### config.mk
export PLATFORM = sky130hd
export DESIGN_NAME = ex_issue_arbiter
export DESIGN_NICKNAME = d
export VERILOG_FILES = /design/src/rtl/ex_issue_arbiter.sv
export SDC_FILE = /design/constraint.sdc
export NUM_CORES = 1
export LEC_CHECK = 0
export ABC_AREA = 1
export BUFFER_PORTS_ARGS = -buffer_cell sky130_fd_sc_hd__buf_2
export CORE_MARGIN = 10
export CORE_UTILIZATION = 54
export DETAILED_ROUTE_END_ITERATION = 8
export PLACE_DENSITY_LB_ADDON = 0.15
export SLEW_MARGIN = 40
export SYNTH_ARGS = -nofsm -noshare
export SYNTH_HDL_FRONTEND = slang
export SYNTH_SLANG_ARGS = --single-unit
export TNS_END_PERCENT = 1
### constraint.sdc
create_clock -name clk -period 7.5 [get_ports clk]
set_clock_uncertainty 0.15 [all_clocks]
set_input_delay 0.375 -clock clk [delete_from_list [all_inputs] [get_ports clk]]
set_output_delay 0.375 -clock clk [all_outputs]
set_load 0.02 [all_outputs]
### src/rtl/ex_issue_arbiter.sv
// Two-station issue arbiter for the shared execution unit: instruction-level
// round-robin ownership, memory stall, NOP squash and per-station issue counters.

module ex_issue_cnt #(
  parameter int W = 16
) (
  input  logic         clk,
  input  logic         a_rst,
  input  logic         i_clr,
  input  logic         i_inc,
  output logic [W-1:0] o_cnt
);
  logic [W-1:0] r_cnt;

  // Clear wins over a same-cycle increment; the count sticks at all-ones.
  always_ff @(posedge clk or posedge a_rst) begin
    if (a_rst)                      r_cnt <= '0;
    else if (i_clr)                 r_cnt <= '0;
    else if (i_inc && r_cnt != '1)  r_cnt <= r_cnt + 1'b1;
  end

  assign o_cnt = r_cnt;
endmodule

module ex_issue_arbiter #(
  parameter logic [19:0] NOP        = 20'h00F00,
  parameter bit          SQUASH_NOP = 1'b1
) (
  input  logic        clk,
  input  logic        a_rst,
  input  logic        rs0_valid,
  input  logic [19:0] rs0_uop,
  input  logic [15:0] rs0_data,
  input  logic        rs0_last,
  output logic        rs0_sched_ack,
  input  logic        rs1_valid,
  input  logic [19:0] rs1_uop,
  input  logic [15:0] rs1_data,
  input  logic        rs1_last,
  output logic        rs1_sched_ack,
  input  logic        ex_ready,
  input  logic        mem_busy,
  output logic        ex_issue,
  output logic [19:0] ex_uop,
  output logic [15:0] ex_data,
  output logic        ex_src,
  input  logic        cnt_clr,
  output logic [15:0] issue_cnt0,
  output logic [15:0] issue_cnt1
);
  localparam int NUM_RS = 2;

  typedef enum logic [1:0] {IDLE, OWN0, OWN1} state_t;

  state_t r_state, w_state_nxt;
  logic   r_rr, w_rr_nxt;

  logic [NUM_RS-1:0]             w_valid, w_last, w_ack, w_inc;
  logic [NUM_RS-1:0][19:0]       w_uop;
  logic [NUM_RS-1:0][15:0]       w_data, w_cnt;

  logic        w_sel, w_sel_vld, w_is_nop, w_consume, w_issue;
  logic [19:0] w_sel_uop;

  logic        r_issue, r_src;
  logic [19:0] r_uop;
  logic [15:0] r_data;

  assign w_valid = {rs1_valid, rs0_valid};
  assign w_last  = {rs1_last,  rs0_last};
  assign w_uop   = {rs1_uop,   rs0_uop};
  assign w_data  = {rs1_data,  rs0_data};

  // Station selection: owner only while an instruction is in flight,
  // otherwise the rr pointer breaks ties between two valid stations.
  always_comb begin
    w_sel     = 1'b0;
    w_sel_vld = 1'b0;
    case (r_state)
      OWN0: begin
        w_sel     = 1'b0;
        w_sel_vld = w_valid[0];
      end
      OWN1: begin
        w_sel     = 1'b1;
        w_sel_vld = w_valid[1];
      end
      default: begin
        w_sel_vld = |w_valid;
        if (&w_valid)        w_sel = r_rr;
        else if (w_valid[1]) w_sel = 1'b1;
        else                 w_sel = 1'b0;
      end
    endcase
  end

  assign w_sel_uop = w_uop[w_sel];
  assign w_is_nop  = SQUASH_NOP && (w_sel_uop == NOP);
  assign w_consume = w_sel_vld && !mem_busy && (ex_ready || w_is_nop);
  assign w_issue   = w_consume && !w_is_nop;

  always_comb begin
    w_state_nxt = r_state;
    w_rr_nxt    = r_rr;
    if (w_consume) begin
      if (w_last[w_sel]) begin
        w_state_nxt = IDLE;
        w_rr_nxt    = ~w_sel;
      end else begin
        w_state_nxt = w_sel ? OWN1 : OWN0;
      end
    end
  end

  always_ff @(posedge clk or posedge a_rst) begin
    if (a_rst) begin
      r_state <= IDLE;
      r_rr    <= 1'b0;
    end else begin
      r_state <= w_state_nxt;
      r_rr    <= w_rr_nxt;
    end
  end

  // ex_uop/ex_data/ex_src keep the last issued uop across bubbles.
  always_ff @(posedge clk or posedge a_rst) begin
    if (a_rst) begin
      r_issue <= 1'b0;
      r_uop   <= NOP;
      r_data  <= '0;
      r_src   <= 1'b0;
    end else begin
      r_issue <= w_issue;
      if (w_issue) begin
        r_uop  <= w_sel_uop;
        r_data <= w_data[w_sel];
        r_src  <= w_sel;
      end
    end
  end

  genvar g;
  generate
    for (g = 0; g < NUM_RS; g++) begin : g_rs
      assign w_ack[g] = w_consume && (w_sel == g[0]) && !a_rst;
      assign w_inc[g] = w_issue && (w_sel == g[0]);
      ex_issue_cnt #(.W(16)) u_cnt (
        .clk   (clk),
        .a_rst (a_rst),
        .i_clr (cnt_clr),
        .i_inc (w_inc[g]),
        .o_cnt (w_cnt[g])
      );
    end
  endgenerate

  assign rs0_sched_ack = w_ack[0];
  assign rs1_sched_ack = w_ack[1];
  assign ex_issue      = r_issue;
  assign ex_uop        = r_uop;
  assign ex_data       = r_data;
  assign ex_src        = r_src;
  assign issue_cnt0    = w_cnt[0];
  assign issue_cnt1    = w_cnt[1];
endmodule

# Word level (Yosys, flattened, before mapping)
# Cells that the tools add are included.
# totals
reg_bits	73
wordCells	53
# op_classes
n_addsub	2
magnitude_cmp	1
eq_ne	5
n_mux	16
bitwise_logic	1
reduce_logical	20
# ops
op	count
$mux 16	6
$mux 20	2
$add 16x1->16 const B	2
$ne 16x16->1 const B	2
$eq 20x12->1 const B	1
$logic_and 1x1->1	11
$mux 1	4
$mux 2	2
$pmux 1 s2	2
$reduce_and 2->1	2
$reduce_bool 2->1	2
$logic_not 1->1	3
$eq 2x1->1 const B	1
$eq 2x2->1 const B	1
$lt 1x2->1 const B	1
$reduce_or 2->1	1
$logic_or 1x1->1	1
$not 1->1	1

# Depth between registers and ports, before layout
# Gate-level depths: netlist of the first run.
# logic_depth
word_depth	13
mapped_depth	19
depth_no_buf	17

# By module
# Synthesis of the first run repeated with hierarchy kept, for this count alone.
# unflattened
cells_unflattened	606
hier_area_um2	4409.2
# by_module_without_submodules
module	n_inst	cells_per_inst	area_each_um2	seq_area_each_um2
ex_issue_arbiter	1	288	2242.2	1031.0
ex_issue_cnt	2	159	1083.5	400.4

# Worst setup path before layout of the first run
# No wires, ideal clock.
# synth_timing
path_type	reg2out
start	register r_state[0]
end	output rs1_sched_ack
arrival_time_ps	2324
t_required_ps	6975
setup_slack_ps	4651
stages_incl_launch_ff	17
path_cell_list	dfrtp_1 -> inv_1 -> ha_1 -> inv_2 -> nand2_4 -> nand3_4 -> nand2_2 -> buf_4 -> nand2_1 -> nand2_1 -> nor2_1 -> nand2_1 -> nor2_1 -> nand3_2 -> nand2_1 -> nand2_1 -> nor3_1
# synth_between
elab_chain_cells	9
word_cells_on_any_way	12
cone_classes	3 x eq/ne; 4 x mux; 5 x reduce/logical
# synth_lines
item	line_no	text
from (decl)	55	state_t r_state, w_state_nxt;
from (signal assigned)	120	r_state <= w_state_nxt;
$eq 2x2->1 or $eq 2x1->1 (tied branches)	79	case (r_state)
$pmux 1 s2	79	
$mux 20 (not written as such) (2 in series)	97	assign w_sel_uop = w_uop[w_sel];
$eq 20x12->1	98	assign w_is_nop = SQUASH_NOP && (w_sel_uop == NOP);
$logic_or 1x1->1	99	assign w_consume = w_sel_vld && !mem_busy && (ex_ready || w_is_nop);
$logic_and 1x1->1	99	
$logic_and 1x1->1 * (2 in series)	145	assign w_ack[g] = w_consume && (w_sel == g[0]) && !a_rst;
to (decl)	40	output logic rs1_sched_ack,
# Mark *: on every way between the ends. The rest lies on a longest branch, timed or not. The select of a mux whose other input is x is not followed.

# Final worst setup path of the first run
# layout_timing
start	register r_state[0]
end	register g_rs[0].u_cnt.r_cnt[11]
# layout_between
elab_chain_cells	11
word_cells_on_any_way	16
cone_classes	3 x eq/ne; 4 x mux; 1 x bitwise; 8 x reduce/logical
# layout_lines
item	line_no	text
$eq 2x2->1 or $eq 2x1->1 (tied branches)	79	
$pmux 1 s2	79	
$mux 20 (not written as such) (2 in series)	97	
$eq 20x12->1	98	
$logic_or 1x1->1	99	
$logic_and 1x1->1	99	
$logic_and 1x1->1	100	assign w_issue = w_consume && !w_is_nop;
$logic_and 1x1->1 *	146	assign w_inc[g] = w_issue && (w_sel == g[0]);
$logic_and 1x1->1 *	19	else if (i_inc && r_cnt != '1) r_cnt <= r_cnt + 1'b1;
$reduce_bool 2->1 (no source line) *	-	
to (signal assigned)	19	
to (decl)	13	logic [W-1:0] r_cnt;
# Marks and branches as above.
# A chain may end at the register's enable or synchronous reset.

==> flow_metrics.py, run 1 <==
metrics = {
    "outcome": {
        "outcome": "finished, final reports clean",
    },
    "clock_tree": {
        "htree_levels": 3,
        "ctsHoldBuffers": 0,
        "post_cts.repair.setup_buffers": 0,
        "cts_buffer_depth": 2,
        "cts.repair.resized": 0,
        "clock-sinks": 73,
        "cts-root-buf": "clkbuf_8",
        "cts_tree": "yes",
        "clk_pin_slew_ns": 0.08,
        "clk_latency_ns": 0.34,
        "cts_buffers": 9,
    },
    "worst_setup_path": {
        "cp-start-kind": "flop",
        "path_depth": 16,
        "slowest_delay_ns": 0.53,
        "path_buf_inv": 2,
        "worstPathMaxFanout": 48,
        "crit_slowest_cell": "nor2_4",
        "cp_common_cell": "nand2_1",
        "required_ns": 7.59,
        "worst-r2r-cell-count": 16,
        "cpLargestDelayFamily": "simple AND/OR/NAND/NOR gates",
        "worstPathArrival_ns": 3.84,
        "cp_cell_sequence": "inv_1, ha_1, inv_2, nand2_1, nand2_2, nand2_1, nand2_1, nor2_1, nand2_1, nor2_1, nand3_2, nand3_4, nor2_4, nand2_2, nand3_1, nand2_1",
        "end_kind": "flop",
        "critPathKind": "reg2reg",
    },
    "yosys": {
        "ys_types": 29,
        "synth_nets": 664,
        "synth_area_leader_cell": "dfrtp_1",
        "synth_area_sq_um": 4250,
        "synth-seq-area-share_pct": 43.1,
        "synth-seq-cells": 73,
        "yosysWarningCount": 0,
        "ys_top_cells_by_area": "dfrtp_1 (41%), nand2_1 (18%), nand3_1 (13%)",
        "yosys.area.top_type_share_pct": 40.6,
        "postSynthCellCount": 579,
        "avgSynthCellArea_sq_um": 7.34,
    },
    "grt": {
        "grt-ovfl-total": 0,
        "grt.busiest_layer": "met2",
        "grt_pass1_vias": 4011,
        "grt_usage_pct": 19.8,
        "antenna_found_initial": 0,
        "gr-usage-met1_pct": 25.1,
        "grt.met2_usage_pct": 32.4,
        "use_met3_pct": 5.49,
        "grt_max_degree": 74,
        "grt_first_pass_wirelength_um": 19200,
    },
    "routing": {
        "detail_route.wl_per_cell_um": 14.3,
        "vias": 4253,
        "routed_via_density": 5.14,
        "routed_wl_um": 11800,
        "drc": 0,
        "drt-initial-drc-count": 173,
        "drtAntennaViolNets": 0,
        "firstDrtPassIters": 4,
    },
    "timing": {
        "rsz0062_at_grt": "no",
        "fin_crit_sh_pct": 50.0,
        "setup_violations": 0,
        "relSlewSlack_pct": 56.1,
        "fmax_mhz": 267,
        "hold_viol_final": 0,
        "timing.setup.tns_ns": 0,
        "worst_slew_pin_slew_ns": 0.658,
        "maxSlewViolCount": 0,
        "period_needed_ns": 3.75,
    },
    "floorplanning": {
        "rows": 32,
        "fp.coreArea_sq_um": 7690,
        "num_io_pins": 153,
        "die_y_um": 109,
        "fp.dieW_um": 109,
        "die_area_sq_um": 11800,
        "initial_utilization_pct": 55.3,
    },
    "finish": {
        "diodes": 0,
        "n_fill_cell": 688,
        "instances_no_fill": 828,
        "final_nets": 806,
        "regArea_sq_um": 1830,
        "multi_input_area_sq_um": 2040,
        "area_growth_pct": 22.7,
        "final_cell_mix": "nand2_1 (199), buf_2 (152), nand3_1 (108)",
        "drive_gt1_share_pct": 26.4,
        "finish.utilization_pct": 67.8,
        "final_common_cell": "nand2_1",
    },
    "pwr": {
        "p_leak_uw": 0.00302,
        "ir_drop_mv": 0.220,
        "powerDensity_nw_per_um2": 293,
    },
    "min_path": {
        "hold_path.class": "in2async",
    },
    "placed_design": {
        "numPortBuffers": 152,
        "dp_hpwl_um": 8990,
        "place.gp.congestion": 0.871,
        "dp_cells": 812,
    },
    "flow_run": {
        "cap_violations": 0,
    },
}
[area by class of cell]
| class | instances | area share, % |
|---|---|---|
| inverters | 64 | 4.66 |
| clock buffers | 9 | 2.38 |
| multi-input cells | 420 | 39.2 |
| well taps | 102 | 2.45 |
| clock inverters | 7 | 1.37 |
| repair buffers | 153 | 14.8 |
| flip-flops and latches | 73 | 35.1 |
[where the power goes]
part / total (uW) / internal (uW) / leakage, uW / switching (uW)
Combinational: 654 / 204 / 0.00197 / 450
Clock: 306 / 153 / 0.0000912 / 153
Sequential: 569 / 505 / 0.000951 / 63.4
Total: 1530 / 862 / 0.00302 / 667
[Yosys cell counts, drive strengths merged]
master and n:
nor2 23, inv 64, xnor2 1, ha 4, dfrtp 69, nand2 205, buf 20, nor3 16
a21oi 1, nand3 111, or2 2, nand4 8, dfstp 4, nor4 5, clkbuf 2, nand3b 1
o21ai 16, xor2 27
[registers in the layout, indices dropped and copies added, names as in the netlist]
signal and cells:
g_rs.u_cnt.o_cnt 32, ex_uop 20, ex_data 16, r_state 2, ex_issue 1, ex_src 1
r_rr 1
[stage by stage]
stage          hold slack [ns]  cell area [sq um]  setup slack, ns  power (uW)
2_1_floorplan            0.303               4250             4.65        1040
6_report                0.0454               5210             3.75        1530
3_3_place_gp             0.315               5010             3.92        1220
4_1_cts                 0.0781               5210             3.77        1540
3_5_place_dp             0.311               5020             3.78        1240
5_1_grt                 0.0882               5210             3.30        1640
[worst paths after layout]
path / from / end / slack, ns
setup / recovery: r_state[0] / g_rs[0].u_cnt.o_cnt[11] / 3.75
hold / removal: a_rst / r_rr / 0.05
setup reg to reg: r_state[0] / g_rs[0].u_cnt.o_cnt[11] / 3.75
hold reg to reg: ex_uop[13] / ex_uop[13] / 0.33
max in group asynchronous: a_rst / ex_src / 6.69
min in group clk: rs1_data[10] / ex_data[10] / 0.09
[worst min-delay path, stage by stage]
cell	delay, ns
buf_2	0.12
inv_2	0.05
buf_6	0.49
[logic make-up after synthesis]
group	Yosys count	synth area share, %
DFF	73	43.1
buffers and inverters	86	8.78
adders and majority gates	4	1.18
and+or+nand+nor	371	39.1
AOI/OAI and AO/OA	17	2.00
xor gates and xnor gates	28	5.77
[routing by layer]
layer  part of all wire (%)  vias to the layer above
li1                       -                     2131
met1                     43                     1973
met2                     47                      137
met3                    8.3                       12
met4                    1.2                        0
met5                      0                        -
Power figures use the tool's default switching activity.
==> run 2: changes to the inputs <==
Settings changed: CORE_UTILIZATION 54 to 45.
Clock period 7.5 ns to 3.08 ns, I/O delays scaled along.
==> run 2 against run 1 <==
Net effect: wire length grew 11%; sequential share of layout area decreased by 3.7 points; first-iteration DRC count increased by 44%; sequential power increased by 140%; largest cell class unchanged; largest power group unchanged.
==> flow_metrics.py, run 2 (synthesized netlist as in run 1, its figures left out) <==
metrics = {
    "routing": {
        "drc": 0,
        "routed_wl_um": 13100,
        "detail_route.wl_per_cell_um": 14.6,
        "vias": 4458,
        "firstDrtPassIters": 5,
        "drtAntennaViolNets": 0,
        "drt-initial-drc-count": 249,
        "routed_via_density": 4.98,
    },
    "floorplanning": {
        "initial_utilization_pct": 46.2,
        "die_area_sq_um": 13700,
        "fp.dieW_um": 117,
        "fp.coreArea_sq_um": 9200,
        "num_io_pins": 153,
        "rows": 35,
        "die_y_um": 117,
    },
    "grt": {
        "grt_pass1_vias": 4397,
        "grt_first_pass_wirelength_um": 21300,
        "grt-ovfl-total": 0,
        "antenna_found_initial": 0,
        "grt_max_degree": 65,
        "grt_usage_pct": 19.1,
    },
    "finish": {
        "largest_reg_flops": 32,
        "drive_gt1_share_pct": 27.0,
        "final_nets": 864,
        "final_cell_mix": "nand2_1 (195), buf_2 (151), nand3_1 (108)",
        "instances_no_fill": 895,
        "finish.utilization_pct": 63.3,
        "diodes": 0,
        "final_common_cell": "nand2_1",
        "n_fill_cell": 835,
        "area_growth_pct": 37.1,
    },
    "timing": {
        "period_needed_ns": 2.93,
        "maxSlewViolCount": 0,
        "setup_violations": 0,
        "worst_slew_pin_slew_ns": 0.714,
        "hold_viol_final": 0,
        "fmax_mhz": 341,
        "layout_setup_ws_ns": 0.151,
        "fin_crit_sh_pct": 95.1,
        "relSlewSlack_pct": 52.4,
        "timing.setup.tns_ns": 0,
    },
    "placed_design": {
        "dp_slack_ns": -0.106,
        "dp_cells": 825,
        "dp_hpwl_um": 9400,
        "place.gp.congestion": 0.883,
        "numPortBuffers": 152,
    },
    "worst_setup_path": {
        "cp_cell_sequence": "ha_4, inv_4, nand2_4, nand3_4, buf_8, nand3_1, nand2_1, nor2_1, nand2_1, nor2_2, nand3_2, nand2_2, nand2_4, inv_2, nand2_2, nor2_1, buf_4",
        "worstPathMaxFanout": 6,
        "worstPathArrival_ns": 2.63,
        "r2r_slack_ns": 0.27,
        "critPathKind": "reg2out",
        "required_ns": 2.78,
        "cp-start-kind": "flop",
        "slowest_delay_ns": 0.41,
        "crit_slowest_cell": "dfrtp_1",
        "end_kind": "output port",
    },
    "clock_tree": {
        "cts-root-buf": "clkbuf_8",
        "htree_levels": 3,
        "cts_buffer_depth": 2,
        "clk_latency_ns": 0.34,
        "clock-sinks": 73,
        "cts_buffers": 9,
        "clk_pin_slew_ns": 0.07,
        "cts_tree": "yes",
    },
    "pwr": {
        "p_leak_uw": 0.00329,
        "ir_drop_mv": 0.416,
        "powerDensity_nw_per_um2": 680,
        "p_total_uw": 3960,
    },
    "outcome": {
        "outcome": "finished, final reports clean",
    },
    "min_path": {
        "hold_path.class": "in2reg",
    },
    "flow_run": {
        "cap_violations": 0,
    },
}
-- run 2: cell count changes in the layout (fill, tap and decap cells not counted), moves of 2 or more --
cell,delta
buf_4,+15
dlygate4sd3_1,+43
nand2_1,-4
inv_1,-2
clkinvlp_4,-3
nand2_2,+2
clkbuf_1,+3
-- run 2: final timing paths --
| path | start | endpoint | cells past startpoint |
|---|---|---|---|
| worst max-delay path | r_state[1] | rs0_sched_ack | 17 |
| worst min-delay path | rs1_uop[12] | ex_uop[12] | 5 |
| worst max register to register | r_state[1] | g_rs[1].u_cnt.o_cnt[15] | 15 |
| worst min register to register | ex_uop[14] | ex_uop[14] | 2 |
| max in group asynchronous | a_rst | ex_uop[11] | 4 |
| min in group asynchronous | a_rst | r_rr | 3 |
-- run 2: through the flow --
stage | area [sq um] | hold WS (ns)
2_1_floorplan | 4250 | 0.124
3_3_place_gp | 5050 | -0.0780
3_5_place_dp | 5050 | -0.0719
4_1_cts | 5700 | 0.000348
5_1_grt | 5820 | 0.0275
6_report | 5820 | 0.0105
-- run 2: critical path, delay by kind of cell (launching register included) --
family | cells | cell delay (ns)
AND/OR/NAND/NOR | 12 | 1.13
flip-flops | 1 | 0.41
adder cells (fa/ha/maj) | 1 | 0.30
buffers and inverters | 4 | 0.42
-- run 2: final cells by class --
type / count / area, sq um / area share [%]
Timing Repair Buffer: 211 / 1340 / 23.0
Inverter: 64 / 245 / 4.21
Clock inverter: 4 / 45.0 / 0.774
Tap cell: 111 / 139 / 2.39
Sequential cell: 73 / 1830 / 31.5
Clock buffer: 12 / 135 / 2.32
Multi-Input combinational cell: 420 / 2090 / 35.8
-- run 2: what timing repair did --
item,4_1_cts,5_1_grt
hold buffers,43,0
cloned,0,1
buffers inserted,1,9
hold endpoints to repair,94,0
gates resized for setup,4,11
setup endpoints to repair,34,34
pin swaps,1,10
-- run 2: power breakdown --
part | switching [uW] | internal, uW
Sequential | 158 | 1230
Clock | 342 | 372
Combinational | 1180 | 675
Total | 1680 | 2280
-- run 2: metal layers --
metal / share of wire (%) / routed length, um / up-vias / track usage (%)
met5: 0 / 0 / - / 0
met4: 1.5 / 196 / 0 / 5.68
met3: 7.6 / 996 / 18 / 4.43
met2: 49 / 6360 / 137 / 33.0
met1: 42 / 5520 / 2058 / 23.0
li1: - / - / 2245 / -
==> run 3: changes to the inputs <==
Settings changed: ABC_AREA 1 to not set, CORE_UTILIZATION 45 to 44.
==> run 3 against run 2 <==
Net effect: synthesized area decreased by 9.3%; setup slack improved by 0.072 ns; utilization increased by 1.9 points; critical endpoint unchanged; sequential cell count unchanged; via count decreased by 15%; first-iteration DRC count decreased by 53%; final area decreased by 3.2%; combinational power decreased by 5%; largest cell class unchanged; cell count decreased by 19%.
==> flow_metrics.py, run 3 <==
metrics = {
    "finish": {
        "finalInstanceArea_sq_um": 5630,
        "instances_no_fill": 724,
        "finish.utilization_pct": 65.2,
        "area_growth_pct": 46.3,
        "drive_gt1_share_pct": 31.5,
        "diodes": 0,
        "final_common_cell": "buf_2",
        "final_cell_mix": "buf_2 (152), dfrtp_1 (69), dlygate4sd3_1 (69)",
        "largest_reg_flops": 32,
        "final_nets": 697,
    },
    "worst_setup_path": {
        "required_ns": 2.78,
        "critPathKind": "in2out",
        "worstPathMaxFanout": 5,
        "worst-r2r-cell-count": 8,
        "end_kind": "output port",
        "path_buf_inv": 3,
        "slowest_delay_ns": 0.55,
        "cp-start-kind": "input pin",
        "worstPathArrival_ns": 2.55,
        "cpLargestDelayFamily": "simple AND/OR/NAND/NOR gates",
        "crit_slowest_cell": "dlygate4sd3_1",
        "cp_cell_sequence": "dlygate4sd3_1, buf_2, nor4_1, and4_1, nor3_1, a211o_1, or2_1, nor3_1, buf_2",
        "path_depth": 9,
    },
    "min_path": {
        "hold_path.class": "in2reg",
        "holdPathStages": 3,
    },
    "yosys": {
        "yosys.area.top_type_share_pct": 44.8,
        "synth_most_common_cell": "dfrtp_1",
        "synth_enable_flop_cells": 0,
        "synth_xor_xnor_area_share_pct": 5.46,
        "synth_top_family_by_area": "simple AND/OR/NAND/NOR gates",
        "synth_mux_area_share_pct": 9.36,
        "synth_compound_area_share_pct": 12.4,
        "ys.flop_type": "dfrtp_1",
        "avgSynthCellArea_sq_um": 9.80,
        "synthArstFlopShare_pct": 100,
        "postSynthCellCount": 393,
        "synth_nets": 478,
        "yosysWarningCount": 0,
        "synth_common_cells": "dfrtp_1 (69), nand2_1 (54), o21ai_0 (39)",
        "synth-seq-area-share_pct": 47.6,
        "ys_top_cells_by_area": "dfrtp_1 (45%), mux2i_1 (9.4%), nand2_1 (5.3%)",
        "synth-seq-cells": 73,
        "ys_types": 47,
        "synth_area_sq_um": 3850,
        "synthAdderAreaFrac_pct": 1.30,
        "synth_area_leader_cell": "dfrtp_1",
        "synthSimpleGateAreaFrac_pct": 20.5,
    },
    "grt": {
        "use_met3_pct": 6.19,
        "antenna_found_initial": 0,
        "grt_first_pass_wirelength_um": 19900,
        "grt.busiest_layer": "met2",
        "grt.met2_usage_pct": 32.4,
        "grt_usage_pct": 18.8,
        "grt_pass1_vias": 4001,
        "grt_max_degree": 55,
        "gr-usage-met1_pct": 20.6,
        "grt-ovfl-total": 0,
    },
    "floorplanning": {
        "die_y_um": 114,
        "die_area_sq_um": 12900,
        "rows": 34,
        "initial_utilization_pct": 44.6,
        "num_io_pins": 153,
        "fp.dieW_um": 114,
        "fp.coreArea_sq_um": 8640,
    },
    "timing": {
        "hold_viol_final": 0,
        "layout_setup_ws_ns": 0.223,
        "timing.setup.tns_ns": 0,
        "fin_crit_sh_pct": 92.8,
        "setup_violations": 0,
        "worst_slew_pin_slew_ns": 0.778,
        "rsz0062_at_grt": "no",
        "fmax_mhz": 350,
        "period_needed_ns": 2.86,
        "relSlewSlack_pct": 48.0,
        "maxSlewViolCount": 0,
    },
    "clock_tree": {
        "cts_buffer_depth": 2,
        "post_cts.repair.setup_buffers": 0,
        "cts_buffers": 9,
        "clk_pin_slew_ns": 0.07,
        "htree_levels": 3,
        "cts-root-buf": "clkbuf_8",
        "clock-sinks": 73,
        "clk_latency_ns": 0.35,
        "cts_tree": "yes",
    },
    "placed_design": {
        "dp_hpwl_um": 8360,
        "numPortBuffers": 152,
        "place.gp.congestion": 0.834,
        "dpl_cell_area_sq_um": 4720,
        "dp_cells": 640,
        "dp_slack_ns": 0.464,
    },
    "routing": {
        "detail_route.wl_per_cell_um": 16.5,
        "firstDrtPassIters": 6,
        "drtAntennaViolNets": 0,
        "vias": 3768,
        "drt-initial-drc-count": 117,
        "drc": 0,
        "routed_via_density": 5.20,
        "routed_wl_um": 12000,
    },
    "outcome": {
        "outcome": "finished, final reports clean",
    },
    "pwr": {
        "p_leak_uw": 0.00278,
        "powerDensity_nw_per_um2": 700,
        "ir_drop_mv": 0.395,
    },
    "flow_run": {
        "cap_violations": 0,
    },
}
run 3: cell count changes after synthesis, moves of 6 or more:
cell	previous run	this run
nand3_1	108	10
mux2i_1	0	36
buf_4	6	0
xnor2_1	1	20
nor4_1	5	14
o21ai_0	12	39
a21oi_1	1	8
xor2_1	27	4
nor2_1	19	29
inv_1	61	12
nand2_1	199	54
clkbuf_1	2	8
run 3: through the flow:
| step | hold slack [ns] | total power (uW) |
|---|---|---|
| after floorplan | 0.0671 | 2390 |
| after global placement | 0.0958 | 2860 |
| after detailed placement | 0.0965 | 2890 |
| after CTS | 0.0254 | 3950 |
| after global routing | 0.0373 | 4190 |
| final | 0.0294 | 3940 |
run 3: area by class of cell:
class	instances	area, sq um
clock buffer	12	145
multi-input combinational	290	1910
sequential	73	1830
clock inverter	3	65.1
inverter	12	45.0
fill	732	3000
timing repair buffer	226	1500
tap	108	135
run 3: worst paths after layout:
check | slack [ns] | from | end
worst max-delay path | 0.22 | rs1_uop[7] | rs0_sched_ack
worst min-delay path | 0.03 | rs1_uop[19] | ex_uop[19]
worst max register to register | 0.24 | r_state[0] | ex_uop[6]
worst min register to register | 0.33 | ex_uop[13] | ex_uop[13]
max in group asynchronous | 1.76 | a_rst | ex_uop[8]
min in group asynchronous | 0.26 | a_rst | r_state[1]
run 3: cells by family (layout without fill, tap and decap cells):
kind of cell,Yosys count,in the layout
buffers and inverters,30,253
AND/OR/NAND/NOR,153,153
XOR/XNOR,24,24
adder cells (fa/ha/maj),4,4
multiplexers,36,36
AO/OA/AOI/OAI,73,73
flip-flops,73,73
run 3: what timing repair did:
action,CTS,global route
endpoints found under the hold margin,57,0
hold buffers,69,0
endpoints found under the setup margin,0,2
resized for setup,0,2
run 3: worst register-to-register path, stage by stage, from the launching register on:
cell and delay, ns:
dfrtp_1 0.37, inv_1 0.05, ha_1 0.37, nand2_2 0.11, o22a_2 0.21, buf_4 0.50, mux2i_1 0.28, dlygate4sd3_1 0.57
o21ai_0 0.09
run 3: power by group:
part / switching, uW / leakage, uW / internal (uW)
clock: 355 / 0.000106 / 474
combinational: 1000 / 0.00172 / 755
sequential: 130 / 0.000947 / 1220
total: 1490 / 0.00278 / 2450
run 3: per-layer routing:
metal / part of all wire [%] / wire (um)
met5: 0 / 0
met4: 2.8 / 331
met3: 6.5 / 774
met2: 51 / 6110
met1: 40 / 4740
